**config.mk**
```make
export PLATFORM = sky130hd
export DESIGN_NAME = mc6502_interrupt_sequencer
export DESIGN_NICKNAME = d
export VERILOG_FILES = /design/src/rtl/mc6502_interrupt_sequencer_pkg.sv /design/src/rtl/mc6502_nmi_edge_detector.sv /design/src/rtl/mc6502_interrupt_sequencer.sv
export SDC_FILE = /design/constraint.sdc
export NUM_CORES = 1
export LEC_CHECK = 0
export CAP_MARGIN = 15
export CORE_MARGIN = 5
export CORE_UTILIZATION = 34
export DETAILED_ROUTE_END_ITERATION = 7
export PLACE_DENSITY = 0.86
export SKIP_CTS_REPAIR_TIMING = 1
export SLEW_MARGIN = 20
export SYNTH_ARGS = -nofsm -noshare
export SYNTH_HDL_FRONTEND = slang
export SYNTH_SLANG_ARGS = --single-unit
```
**constraint.sdc**
```tcl
create_clock -name clk -period 1.9 [get_ports clk]
set_input_delay 0.285 -clock clk [delete_from_list [all_inputs] [get_ports clk]]
set_output_delay 0.285 -clock clk [all_outputs]
set_load 0.03 [all_outputs]
```
**src/rtl/mc6502_interrupt_sequencer_pkg.sv**
```systemverilog
// Shared definitions for the 6502 interrupt/reset entry sequencer.
//   state_t : sequencer state (IDLE, S1..S7)
//   src_t   : interrupt source latched at sequence start
//   VEC_*   : default vector low-byte addresses
//   PSR_*   : processor status register bit indices
package mc6502_interrupt_sequencer_pkg;

    typedef enum logic [2:0] {
        IDLE,
        S1,
        S2,
        S3,
        S4,
        S5,
        S6,
        S7
    } state_t;

    typedef enum logic [1:0] {
        SRC_RST,
        SRC_NMI,
        SRC_IRQ,
        SRC_BRK
    } src_t;

    localparam logic [15:0] VEC_NMI_DEFAULT = 16'hFFFA;
    localparam logic [15:0] VEC_RST_DEFAULT = 16'hFFFC;
    localparam logic [15:0] VEC_IRQ_DEFAULT = 16'hFFFE;

    localparam int unsigned PSR_N = 7;
    localparam int unsigned PSR_V = 6;
    localparam int unsigned PSR_B = 4;
    localparam int unsigned PSR_D = 3;
    localparam int unsigned PSR_I = 2;
    localparam int unsigned PSR_Z = 1;
    localparam int unsigned PSR_C = 0;

endpackage

```
**src/rtl/mc6502_nmi_edge_detector.sv**
```systemverilog
// NMI rising-edge detector with pending flag.
//   clk, rst  : clock, synchronous active-high reset
//   i_nmi     : synchronised NMI request level
//   i_clr     : clear the pending flag (NMI vector chosen)
//   o_pending : an NMI edge has been seen and not yet serviced
// The edge register updates every cycle regardless of core stalls.
module mc6502_nmi_edge_detector (
    input  logic clk,
    input  logic rst,
    input  logic i_nmi,
    input  logic i_clr,
    output logic o_pending
);

    logic nmi_prev;
    logic pending;

    always_ff @(posedge clk) begin
        if (rst) begin
            nmi_prev <= 1'b0;
            pending  <= 1'b0;
        end else begin
            nmi_prev <= i_nmi;
            // A fresh edge wins over a clear so it is never lost.
            if (i_nmi && !nmi_prev)
                pending <= 1'b1;
            else if (i_clr)
                pending <= 1'b0;
        end
    end

    assign o_pending = pending;

endmodule

```
**src/rtl/mc6502_interrupt_sequencer.sv**
```systemverilog
// 6502 interrupt/reset entry sequencer. Polls RESET/NMI/IRQ/BRK at
// instruction boundaries and runs the 7-cycle entry: two dummy cycles,
// push PCH, PCL, P, then read vector low and high bytes.
//   clk, rst        : clock, synchronous active-high reset
//   i_rdy           : core advance enable (0 freezes the sequence)
//   i_fetch, i_brk  : opcode fetch boundary, BRK decoded
//   i_nmi, i_irq    : NMI (edge) and IRQ (level) requests
//   i_psr           : current status register
//   o_busy          : sequence in progress
//   o_push_*, o_sp_dec, o_p_value : stack write strobes and P byte
//   o_vec_lo/hi, o_vector_addr    : vector fetch strobes and address
//   o_set_i/o_i, o_set_b/o_b      : status register update strobes
//   o_done          : last cycle of the sequence
module mc6502_interrupt_sequencer
    import mc6502_interrupt_sequencer_pkg::*;
#(
    parameter logic [15:0] VEC_NMI = VEC_NMI_DEFAULT,
    parameter logic [15:0] VEC_RST = VEC_RST_DEFAULT,
    parameter logic [15:0] VEC_IRQ = VEC_IRQ_DEFAULT
) (
    input  logic        clk,
    input  logic        rst,
    input  logic        i_rdy,
    input  logic        i_fetch,
    input  logic        i_brk,
    input  logic        i_nmi,
    input  logic        i_irq,
    input  logic [7:0]  i_psr,
    output logic        o_busy,
    output logic        o_push_pch,
    output logic        o_push_pcl,
    output logic        o_push_p,
    output logic        o_sp_dec,
    output logic [7:0]  o_p_value,
    output logic        o_vec_lo,
    output logic        o_vec_hi,
    output logic [15:0] o_vector_addr,
    output logic        o_set_i,
    output logic        o_i,
    output logic        o_set_b,
    output logic        o_b
    ,
    output logic        o_done
);

    state_t      state, state_nxt;
    src_t        src, src_nxt;
    src_t        vec_sel, vec_sel_nxt;
    logic        rst_pending;
    logic        nmi_pending;
    logic        nmi_clr;
    logic        is_rst;
    logic        b_src;
    logic [15:0] vec;
    logic [7:0]  p_byte;

    assign is_rst = (src == SRC_RST);
    assign b_src  = (src == SRC_BRK);

    // NMI hijacks IRQ/BRK if pending when S5 advances.
    assign nmi_clr = (state == S5) && i_rdy && !is_rst && nmi_pending;

    mc6502_nmi_edge_detector u_nmi (
        .clk       (clk),
        .rst       (rst),
        .i_nmi     (i_nmi),
        .i_clr     (nmi_clr),
        .o_pending (nmi_pending)
    );

    always_ff @(posedge clk) begin
        if (rst) begin
            state       <= IDLE;
            src         <= SRC_RST;
            vec_sel     <= SRC_RST;
            rst_pending <= 1'b1;
        end else begin
            state   <= state_nxt;
            src     <= src_nxt;
            vec_sel <= vec_sel_nxt;
            if (i_rdy && (state == S7) && is_rst)
                rst_pending <= 1'b0;
        end
    end

    always_comb begin
        state_nxt   = state;
        src_nxt     = src;
        vec_sel_nxt = vec_sel;
        if (i_rdy) begin
            case (state)
                IDLE: begin
                    if (rst_pending) begin
                        state_nxt = S1;
                        src_nxt   = SRC_RST;
                    end else if (i_fetch) begin
                        if (nmi_pending) begin
                            state_nxt = S1;
                            src_nxt   = SRC_NMI;
                        end else if (i_irq && !i_psr[PSR_I]) begin
                            state_nxt = S1;
                            src_nxt   = SRC_IRQ;
                        end else if (i_brk) begin
                            state_nxt = S1;
                            src_nxt   = SRC_BRK;
                        end
                    end
                end
                S1: state_nxt = S2;
                S2: state_nxt = S3;
                S3: state_nxt = S4;
                S4: state_nxt = S5;
                S5: begin
                    state_nxt = S6;
                    if (is_rst)
                        vec_sel_nxt = SRC_RST;
                    else if (nmi_pending)
                        vec_sel_nxt = SRC_NMI;
                    else
                        vec_sel_nxt = SRC_IRQ;
                end
                S6: state_nxt = S7;
                default: state_nxt = IDLE;
            endcase
        end
    end

    always_comb begin
        case (vec_sel)
            SRC_RST: vec = VEC_RST;
            SRC_NMI: vec = VEC_NMI;
            default: vec = VEC_IRQ;
        endcase
    end

    // Pushed P: bit 5 always 1, B reflects the source.
    always_comb begin
        p_byte        = i_psr;
        p_byte[5]     = 1'b1;
        p_byte[PSR_B] = b_src;
    end

    always_comb begin
        o_busy        = (state != IDLE);
        o_push_pch    = 1'b0;
        o_push_pcl    = 1'b0;
        o_push_p      = 1'b0;
        o_sp_dec      = 1'b0;
        o_p_value     = '0;
        o_vec_lo      = 1'b0;
        o_vec_hi      = 1'b0;
        o_vector_addr = '0;
        o_set_i       = 1'b0;
        o_i           = 1'b0;
        o_set_b       = 1'b0;
        o_b           = 1'b0;
        o_done        = 1'b0;
        case (state)
            S3: begin
                o_push_pch = !is_rst;
                o_sp_dec   = 1'b1;
            end
            S4: begin
                o_push_pcl = !is_rst;
                o_sp_dec   = 1'b1;
            end
            S5: begin
                o_push_p  = !is_rst;
                o_sp_dec  = 1'b1;
                o_p_value = p_byte;
                o_set_i   = 1'b1;
                o_i       = 1'b1;
                o_set_b   = !is_rst;
                o_b       = b_src;
            end
            S6: begin
                o_vec_lo      = 1'b1;
                o_vector_addr = vec;
            end
            S7: begin
                o_vec_hi      = 1'b1;
                o_vector_addr = vec + 16'd1;
                o_done        = 1'b1;
            end
            default: ;
        endcase
    end

endmodule

```
== After elaboration in Yosys (flattened, before gate mapping) ==
Cells that the tools add are included.
Word-level totals
  bits in read-only memories: 0
  input bits: 15
  word-level logic and storage cells: 65
  memory bits (writable): 0
  memories kept: 0
  latch bits: 0
  output and inout port bits: 36
  register bits after elaboration: 10
Cells by class
  multiplexer cells: 26
  divide/modulo/power cells: 0
  reduce and logical (&&, ||, !) cells: 21
  add/subtract/negate cells: 1
  bitwise operators: 0
  $lt $le $gt $ge: 0
  multiply operators: 0
  shift operators: 0
  eq/ne operators: 11
Operator list (count)
  16-bit case mux with 2 select lines: 1
  3-bit case mux with 7 select lines: 1
  16-bit by 1-bit adder with 16-bit output, second input constant: 1
  3-bit two-way mux: 5
  2-bit two-way mux: 7
  3-bit == test, second input constant: 4
  1-bit two-way mux: 10
  8-bit two-way mux: 1
  1-bit logical AND: 7
  3-bit by 2-bit == test with 1-bit output, second input constant: 2
  3-bit case mux with 2 select lines: 1
  5-bit by 4-bit != test with 1-bit output, second input constant: 1
  2-bit zero test: 2
  4-bit AND reduction: 1
  2-bit nonzero test: 2
  4-bit nonzero test: 1
  3-bit by 1-bit == test with 1-bit output, second input constant: 1
  1-bit zero test: 3
  3-bit zero test: 1
  3-bit != test, second input constant: 1
  3-bit AND reduction: 1
  3-bit nonzero test: 1
  3-bit OR reduction: 1
  2-bit by 1-bit == test with 1-bit output, second input constant: 1
  2 further kinds: 2

== Depth between registers and ports, before layout ==
Gate-level depths: netlist of run 1.
  depth in word-level cells: 7
  depth in mapped cells: 5
  mapped depth without buffers: 4

== Modules after synthesis ==
From an unflattened synthesis of run 1, not the netlist that was laid out.
Second synthesis, totals
  cells, all modules: 94
  area total of the unflattened synthesis: 738.2 um2
By module, submodules not included
  mc6502_interrupt_sequencer: cells each 88, seq. area each 160.2 um2, area each 670.6 um2, times used 1
  mc6502_nmi_edge_detector: cells each 6, seq. area each 40.0 um2, area each 67.6 um2, times used 1

== Worst setup path before layout of run 1 ==
OpenSTA, ideal clock, no wires.
  kind: register -> output
  start: register state[1]
  end: output port o_set_b
  arrival time: 1.974 ns
  data required time: 1.615 ns
  stages on the path, launching flop included: 6
  slack: -0.359 ns
  path buffers: 3
  cells stage by stage: dfxtp_1 -> buf_2 -> and3b_2 -> clkbuf_1 -> nor2b_1 -> buf_4
On the way
  word-level cells in the longest chain between the ends: 2
RTL lines
  from (decl): RTL line mc6502_interrupt_sequencer.sv:46  | state_t state, state_nxt;
  from (signal assigned): RTL line mc6502_interrupt_sequencer.sv:78  | state <= state_nxt;
  3-bit == test
  1-bit two-way mux
  to (decl): RTL line mc6502_interrupt_sequencer.sv:40  | output logic o_set_b,
Every way passes these cells.

== Worst setup path in the final report of run 1 ==
  start: register state[1]
  end: output port o_p_value[4]
On the way
  word-level cells in the longest chain between the ends: 2
RTL lines
  3-bit == test: RTL line mc6502_interrupt_sequencer.sv:158  | case (state)
  8-bit two-way mux: RTL line mc6502_interrupt_sequencer.sv:158
  to (decl): RTL line mc6502_interrupt_sequencer.sv:34  | output logic [7:0] o_p_value,
Every way passes these cells.

==> results of run 1 <==
## per-layer routing
metal	up-vias	GRT usage (%)	part of all wire, %
met4	0	5.08	1.1
met3	5	5.10	8.5
met1	348	12.2	36
li1	358	-	-
met2	28	22.0	54
met5	-	0	0
## worst reg2reg max path: stages (launching register included)
cell and delay [ps]:
dfxtp_2 370, buf_4 150, nor3_4 230, nand2_2 100
or4_1 470, a31oi_1 160
## layout make-up
class                           instances  area [sq um]  area share [%]
Multi-Input combinational cell         56           347            30.9
Tap cell                               27          33.8            3.01
Timing Repair Buffer                   52           485            43.3
Clock buffer                            4          36.3            3.24
Inverter                                4          15.0            1.34
Sequential cell                        10           204            18.2
## synthesized netlist by cell type
| cell | number |
|---|---|
| nor2_1 | 7 |
| a21bo_2 | 1 |
| clkbuf_1 | 2 |
| and3_1 | 1 |
| a311oi_1 | 1 |
| or3_1 | 1 |
| buf_6 | 2 |
| nor4b_1 | 1 |
| nand2b_1 | 2 |
| buf_4 | 17 |
| or4_1 | 1 |
| nand2_2 | 1 |
| dfxtp_1 | 10 |
| buf_2 | 2 |
| a21o_1 | 1 |
| and3_2 | 2 |
| a31oi_1 | 2 |
| or4b_1 | 1 |
| nor3_4 | 1 |
| nor3_1 | 1 |
| nand4b_1 | 1 |
| a21oi_1 | 5 |
| xnor2_1 | 1 |
| nand2_1 | 8 |
| nand3_1 | 4 |
| mux2i_1 | 1 |
| o21ai_0 | 1 |
| inv_1 | 4 |
| xor2_1 | 2 |
| and2_1 | 6 |
| and3b_2 | 1 |
| nor2b_1 | 2 |
## cell families after synthesis
family | after synthesis | share of synthesized area [%]
xor gates and xnor gates | 3 | 3.62
and+or+nand+nor | 41 | 32.9
DFF | 10 | 27.5
muxes | 1 | 1.38
buffers and inverters | 27 | 25.1
AOI/OAI and AO/OA | 11 | 9.47
## flip-flops by register name, indices dropped and copies added (netlist names)
signal and count:
rst_pending 1, vec_sel 2, src 2, u_nmi.nmi_prev 1, state 3, u_nmi.o_pending 1
## power by group through the flow
stage / registers, uW / clock network [uW] / logic [uW]
after global placement: 235 / 0 / 93.2
final: 233 / 194 / 94.5
after CTS: 232 / 202 / 95.8
after detailed placement: 236 / 0 / 95.3
after global routing: 235 / 214 / 101
after floorplan: 225 / 0 / 65.9
## path summary, 6_finish.rpt
path	depth (start not counted)	slack, ps	end	startpoint
setup / recovery	3	220	o_p_value[4]	state[1]$_SDFFE_PP0P_
hold / removal	2	470	vec_sel[1]$_SDFFE_PP0P_	vec_sel[1]$_SDFFE_PP0P_
setup reg to reg	5	350	src[1]$_SDFFE_PP0P_	state[2]$_SDFFE_PP0P_
hold reg to reg	2	470	vec_sel[1]$_SDFFE_PP0P_	vec_sel[1]$_SDFFE_PP0P_
## stage by stage
step	util, %	instances	area (sq um)	hold WS [ps]	worst slack (ps)
global placement	52.4	149	1050	456	87.1
detailed placement	52.4	149	1050	460	18.0
CTS	54.2	153	1080	470	-301
floorplan	-	93	731	413	38.4
global route	56.0	153	1120	531	85.2
finish	56.0	153	1120	468	223
## layout by cell type, fill, tap and decap left out, drive strengths merged, types with 2 or more instances in the layout
cell type / Yosys / layout
and3: 3 / 3
nand2b: 2 / 2
nand2: 9 / 9
and2: 6 / 6
inv: 4 / 4
dlymetal6s2s: 0 / 13
nor3: 2 / 2
buf: 21 / 27
xor2: 2 / 2
nor2: 7 / 7
nor2b: 2 / 2
dfxtp: 10 / 10
clkbuf: 2 / 4
clkdlybuf4s50: 0 / 12
a31oi: 2 / 2
a21oi: 5 / 5
nand3: 4 / 4
==> results.py, run 1 <==
metrics = {
    "outcome": {
        "status": "completed",
    },
    "cells_and_area": {
        "nets": 142,
        "areaGrowthSynthToFinish_pct": 54.2,
        "drive_above_1_share_pct": 32.5,
        "nFillCells": 189,
        "antenna_cells": 0,
    },
    "floorplanning": {
        "start_util_pct": 36.3,
        "die_x_um": 56.2,
        "core_sq_um": 2000,
        "die-area_sq_um": 3160,
        "ios": 51,
        "die_h_um": 56.2,
        "num_rows": 16,
    },
    "setup_path": {
        "cp.arrival_ps": 1390,
        "critPathLaunchType": "register",
        "crit_slowest_cell": "dfxtp_2",
        "worstSetupPathType": "reg -> out",
        "critPathMaxStageDelay_ps": 430,
        "crit_family": "simple AND/OR/NAND/NOR gates",
        "cp.buffers_inverters": 1,
        "critical_path_required_ps": 1620,
        "setup.worst_path.end_class": "primary output",
        "crit_fanout": 13,
        "crit_chain": "and3b_2 -> and3_1 -> buf_4",
    },
    "clocking": {
        "htree_levels": 1,
        "clock_latency_ps": 270,
        "cts_tree": "yes",
        "clkSlewWorstSetupHoldPaths_ps": 70,
        "cts-root-buf": "clkbuf_4",
        "clock_sinks": 10,
        "cts_made_buffers": 3,
        "cts_buffer_depth": 2,
    },
    "pwr": {
        "combPwrFrac_pct": 18.1,
        "total_power_uw": 521,
        "clockPowerShare_pct": 37.2,
        "intPower_uw": 387,
        "p_sw_share_pct": 25.8,
        "cellPowerDensity_nw_per_um2": 465,
        "peakVddDrop_uv": 428,
        "p_sw_uw": 134,
        "leakagePower_uw": 0.000712,
        "seqPwrFrac_pct": 44.7,
    },
    "timing": {
        "finalSetupViolCount": 0,
        "drv_slew": 0,
        "slew_headroom_pct": 75.5,
        "rsz0062_at_grt": "no",
        "max_clock_freq_mhz": 596,
        "hold_viol": 0,
        "finalSetupTns_ps": 0,
        "fin_skew_ps": 1.51,
        "worst_slew_pin_slew_ps": 367,
        "fin_crit_ps": 1680,
        "post-route-period-util_pct": 88.3,
    },
    "yosys": {
        "syn-num-nets": 108,
        "syn_area_sq_um": 727,
        "synth_top_area_share_pct": 27.5,
        "synth_seq_cells": 10,
        "synth-seq-area-share_pct": 27.5,
        "ys_types": 32,
        "avgSynthCellArea_sq_um": 7.82,
        "yosysWarnings": 0,
        "syn_inst": 93,
        "synth_largest_area_cell": "dfxtp_1",
        "synthTopCellsByArea": "dfxtp_1 (28%), buf_4 (18%), and2_1 (5.2%), nand2_1 (4.1%), nor2_1 (3.6%)",
    },
    "route": {
        "vias_per_cell": 4.83,
        "drc_errors": 0,
        "drtPass1Iterations": 3,
        "drt-total-wl_mm": 1.88,
        "drtIter0Drc": 21,
        "drtAntennaViolNets": 0,
        "avgRoutedWirePerCell_um": 12.3,
        "via_count": 739,
    },
    "global_route": {
        "grt_max_degree": 14,
        "gr-total-overflow": 0,
        "antenna_found_initial": 0,
        "grt_pass1_wl_mm": 3.08,
        "gr-usage-all-layers_pct": 12.2,
        "grt_pass1_vias": 707,
    },
    "worst_hold_path": {
        "hold_path_class": "reg -> reg",
    },
    "job": {
        "maxCapViolCount": 0,
    },
    "placed_design": {
        "io_buffers": 48,
        "place_congestion": 0.795,
        "dp_hpwl_mm": 1.48,
    },
}
No activity file was read; power rests on OpenSTA's default activity.
==> inputs of run 2 (changes only) <==
CORE_MARGIN = unset   (was 5)
==> run 2 against run 1 <==
  * Largest power group unchanged
  * Critical path depth is the same
  * Routed wire length shrank 11%
  * Die area shrank 26%
==> results.py, run 2 (synthesized netlist as in run 1, its figures left out) <==
metrics = {
    "setup_path": {
        "critical_path_required_ps": 1620,
        "crit_fanout": 9,
        "crit_slowest_cell": "clkdlybuf4s50_1",
        "critPathMaxStageDelay_ps": 590,
        "cp.arrival_ps": 1550,
        "crit_chain": "nor3_4 -> inv_1 -> clkdlybuf4s50_1",
        "setup.worst_path.end_class": "primary output",
        "worstSetupPathType": "reg -> out",
        "critPathLaunchType": "register",
    },
    "placed_design": {
        "place_congestion": 0.792,
        "placed_area_sq_um": 1040,
        "placed_cells": 148,
        "dp_hpwl_mm": 1.25,
        "io_buffers": 48,
    },
    "timing": {
        "worst_slew_pin_slew_ps": 361,
        "hold_viol": 0,
        "finalSetupTns_ps": 0,
        "max_clock_freq_mhz": 545,
        "drv_slew": 0,
        "slew_headroom_pct": 75.9,
        "fin_skew_ps": 7.95,
        "post-route-period-util_pct": 96.6,
        "finalSetupViolCount": 0,
        "rsz0062_at_grt": "no",
        "fin_crit_ps": 1830,
    },
    "global_route": {
        "antenna_found_initial": 0,
        "grt_pass1_vias": 636,
        "gr-usage-all-layers_pct": 15.3,
        "gr-total-overflow": 0,
        "grt_max_degree": 14,
        "grt_pass1_wl_mm": 2.53,
    },
    "clocking": {
        "htree_levels": 1,
        "clock_latency_ps": 270,
        "cts_tree": "yes",
        "clkSlewWorstSetupHoldPaths_ps": 70,
        "clock_sinks": 10,
        "cts_made_buffers": 3,
        "cts-root-buf": "clkbuf_4",
        "cts_buffer_depth": 2,
    },
    "floorplanning": {
        "die_h_um": 48.2,
        "num_rows": 16,
        "ios": 51,
        "die_x_um": 48.2,
        "start_util_pct": 36.7,
        "die-area_sq_um": 2330,
        "core_sq_um": 1980,
    },
    "route": {
        "via_count": 709,
        "wl_met3_um": 128,
        "drtIter0Drc": 12,
        "vias_per_cell": 4.66,
        "drc_errors": 0,
        "met1_length_um": 661,
        "drtAntennaViolNets": 0,
        "maxUsedRoutingLayer": "met3",
        "avgRoutedWirePerCell_um": 11.0,
        "drt-total-wl_mm": 1.67,
        "drtPass1Iterations": 4,
        "wl_met2_um": 880,
    },
    "worst_hold_path": {
        "hold_path_class": "reg -> reg",
    },
    "pwr": {
        "leakagePower_uw": 0.000694,
        "cellPowerDensity_nw_per_um2": 469,
        "peakVddDrop_uv": 555,
    },
    "cells_and_area": {
        "drive_above_1_share_pct": 32.0,
        "areaGrowthSynthToFinish_pct": 52.8,
        "top_register": "state",
        "reg.largest.list": "state: 3 flops, src: 2 flops, vec_sel: 2 flops",
        "mostFrequentLayoutCells": "buf_4 (26), clkdlybuf4s50_1 (13), dlymetal6s2s_1 (12)",
        "largest_reg_flops": 3,
        "final_common_cell": "buf_4",
        "design_area_sq_um": 1110,
        "final_cells": 152,
        "nets": 141,
        "antenna_cells": 0,
    },
    "job": {
        "maxCapViolCount": 0,
    },
    "outcome": {
        "status": "completed",
    },
}
## run 2: cell count changes in the layout (fill, tap and decap cells not counted), sizes merged
cell / delta
dlymetal6s2s: -1
buf: -1
clkdlybuf4s50: +1
## run 2: final cells by class
class / instances / area [sq um]
timing repair buffer: 51 / 475
inverter: 4 / 15.0
clock buffer: 4 / 36.3
sequential: 10 / 204
fill: 173 / 871
tap: 27 / 33.8
multi-input combinational: 56 / 347
## run 2: path summary, 6_finish.rpt
| check | start | to | slack [ps] | depth (start not counted) |
|---|---|---|---|---|
| setup reg to reg | state[2]$_SDFFE_PP0P_ | src[1]$_SDFFE_PP0P_ | 460 | 4 |
| hold / removal | vec_sel[0]$_SDFFE_PP0P_ | vec_sel[0]$_SDFFE_PP0P_ | 480 | 2 |
| hold reg to reg | vec_sel[0]$_SDFFE_PP0P_ | vec_sel[0]$_SDFFE_PP0P_ | 480 | 2 |
| setup / recovery | state[2]$_SDFFE_PP0P_ | o_busy | 70 | 3 |
## run 2: critical path, delay by kind of cell, from the launching register on
kind,cells,cell delay (ps)
buffers and inverters,2,650
DFF,1,380
and+or+nand+nor,1,250
## run 2: per-layer routing
layer	up-vias	global-route usage [%]
li1	355	-
met1	324	16.0
met2	30	30.1
met3	0	5.93
met4	0	0.556
met5	-	0
## run 2: where the power goes
| part | switching [uW] | internal, uW |
|---|---|---|
| clock | 77.4 | 116 |
| sequential | 15.1 | 218 |
| combinational | 42.1 | 52.3 |
## run 2: metrics by stage
stage | hold WS, ps | total power (uW) | worst slack (ps) | utilization [%]
floorplan | 413 | 291 | 38.4 | -
global placement | 455 | 328 | 60.2 | 52.5
detailed placement | 465 | 330 | 47.3 | 52.5
CTS | 477 | 524 | -253 | 54.4
global route | 498 | 547 | 2.07 | 56.1
finish | 476 | 521 | 65.4 | 56.1
==> inputs of run 3 (changes only) <==
CORE_MARGIN = 2   (was unset)
==> run 3 against run 2 <==
  * Cell count unchanged
  * First-iteration DRC count increased by 17%
  * Sequential share of layout area decreased by 0.23 points
  * Global-route usage decreased by 2.8 points
  * Clock-buffer cell count unchanged
  * Routed wire length decreased by 0.60%
  * Clock power about the same
  * Critical path type unchanged
  * Largest cell class unchanged
  * Highest routed layer unchanged
==> results.py, run 3 (synthesized netlist as in run 1, its figures left out) <==
metrics = {
    "outcome": {
        "status": "completed",
    },
    "pwr": {
        "seqPwrFrac_pct": 44.6,
        "peakVddDrop_uv": 513,
        "intPower_uw": 385,
        "p_sw_share_pct": 25.6,
        "combPwrFrac_pct": 18.2,
        "cellPowerDensity_nw_per_um2": 465,
        "p_sw_uw": 132,
        "clockPowerShare_pct": 37.3,
        "leakagePower_uw": 0.000707,
    },
    "setup_path": {
        "worstSetupPathType": "reg -> out",
        "cp.arrival_ps": 1420,
        "critPathMaxStageDelay_ps": 450,
        "critPathLaunchType": "register",
        "critical_path_required_ps": 1620,
        "setup.worst_path.end_class": "primary output",
        "crit_chain": "and3b_2 -> and3_1 -> buf_4",
        "crit_fanout": 13,
        "crit_slowest_cell": "dfxtp_1",
    },
    "route": {
        "drt-total-wl_mm": 1.66,
        "drtIter0Drc": 14,
        "drtAntennaViolNets": 0,
        "avgRoutedWirePerCell_um": 10.9,
        "drtPass1Iterations": 4,
        "vias_per_cell": 4.76,
        "drc_errors": 0,
        "via_count": 724,
    },
    "floorplanning": {
        "die_x_um": 50.2,
        "die_h_um": 50.2,
        "start_util_pct": 36.7,
        "die-area_sq_um": 2520,
        "num_rows": 16,
        "ios": 51,
        "core_sq_um": 1980,
    },
    "global_route": {
        "grt_use_met1_pct": 13.3,
        "grt_pass1_vias": 607,
        "busiest_layer": "met2",
        "gr-total-overflow": 0,
        "met2_usage_pct": 22.8,
        "grt_max_degree": 14,
        "grt_pass1_wl_mm": 2.49,
        "antenna_found_initial": 0,
        "gr-usage-all-layers_pct": 12.5,
        "grt_util_met3_pct": 4.46,
    },
    "timing": {
        "finalSetupTns_ps": 0,
        "fin_skew_ps": 10.8,
        "rsz0062_at_grt": "no",
        "fin_ws_ps": 194,
        "hold_viol": 0,
        "slew_headroom_pct": 75.4,
        "post-route-period-util_pct": 89.8,
        "finalSetupViolCount": 0,
        "drv_slew": 0,
        "fin_crit_ps": 1710,
        "max_clock_freq_mhz": 586,
        "worst_slew_pin_slew_ps": 367,
    },
    "cells_and_area": {
        "mostFrequentLayoutCells": "buf_4 (26), dlymetal6s2s_1 (13), clkdlybuf4s50_1 (12)",
        "final_common_cell": "buf_4",
        "reg.largest.list": "state: 3 flops, src: 2 flops, vec_sel: 2 flops",
        "drive_above_1_share_pct": 30.4,
        "nFillCells": 187,
        "antenna_cells": 0,
        "top_register": "state",
        "largest_reg_flops": 3,
        "utilization_pct": 56.1,
        "areaGrowthSynthToFinish_pct": 52.8,
        "nets": 141,
        "multiInputGateArea_sq_um": 347,
        "seq_area_sq_um": 201,
    },
    "clocking": {
        "cts-root-buf": "clkbuf_4",
        "clock_sinks": 10,
        "cts_buffer_depth": 2,
        "cts_made_buffers": 3,
        "htree_levels": 1,
        "clock_latency_ps": 270,
        "clkSlewWorstSetupHoldPaths_ps": 70,
        "cts_tree": "yes",
    },
    "job": {
        "maxCapViolCount": 0,
    },
    "placed_design": {
        "io_buffers": 48,
        "dp_slack_ps": 95.8,
        "place_congestion": 0.791,
        "dp_hpwl_mm": 1.30,
    },
    "worst_hold_path": {
        "hold_path_class": "reg -> reg",
    },
}
[run 3: cell types whose count changed in the layout (fill, tap and decap cells not counted)]
cell             before  now
clkdlybuf4s50_1      13   12
dlymetal6s2s_1       12   13
dfxtp_1               7    9
dfxtp_2               3    1
[run 3: cell type report]
type / count / area share (%)
multi-input combinational: 56 / 31.2
timing repair buffer: 51 / 43.0
tap: 27 / 3.04
clock buffer: 4 / 3.27
inverter: 4 / 1.35
sequential: 10 / 18.1
[run 3: final timing paths]
kind,startpoint,slack [ps],end,cells past startpoint
hold / removal,vec_sel[1]$_SDFFE_PP0P_,470,vec_sel[1]$_SDFFE_PP0P_,2
setup / recovery,state[0]$_SDFFE_PP0P_,190,o_p_value[4],3
setup reg to reg,state[2]$_SDFFE_PP0P_,300,src[1]$_SDFFE_PP0P_,5
hold reg to reg,vec_sel[1]$_SDFFE_PP0P_,470,vec_sel[1]$_SDFFE_PP0P_,2
[run 3: through the flow]
stage / hold WS [ps] / power [uW] / cells / instance area (sq um)
6_report: 471 / 517 / 152 / 1110
5_1_grt: 495 / 541 / 152 / 1110
4_1_cts: 472 / 523 / 152 / 1080
3_5_place_dp: 462 / 330 / 148 / 1040
3_3_place_gp: 454 / 327 / 148 / 1040
2_1_floorplan: 413 / 291 / 93 / 731
[run 3: worst max-delay path: cells and delay by family, from the launching register on]
| kind | cells | cell delay, ps |
|---|---|---|
| DFF | 1 | 450 |
| and+or+nand+nor | 2 | 540 |
| buffers and inverters | 1 | 160 |
[run 3: power by group through the flow]
stage          Sequential (uW)  Clock [uW]  Combinational [uW]
4_1_cts                    230         198                95.7
3_5_place_dp               235           0                95.1
6_report                   230         193                93.9
5_1_grt                    232         209                 100
3_3_place_gp               234           0                93.5
2_1_floorplan              225           0                65.9
[run 3: metal layers]
layer	vias to the layer above	share of wire, %	wire length [um]
li1	352	-	-
met1	336	41	682
met2	36	51	848
met3	0	7.8	129
met4	0	0	0
met5	-	0	0
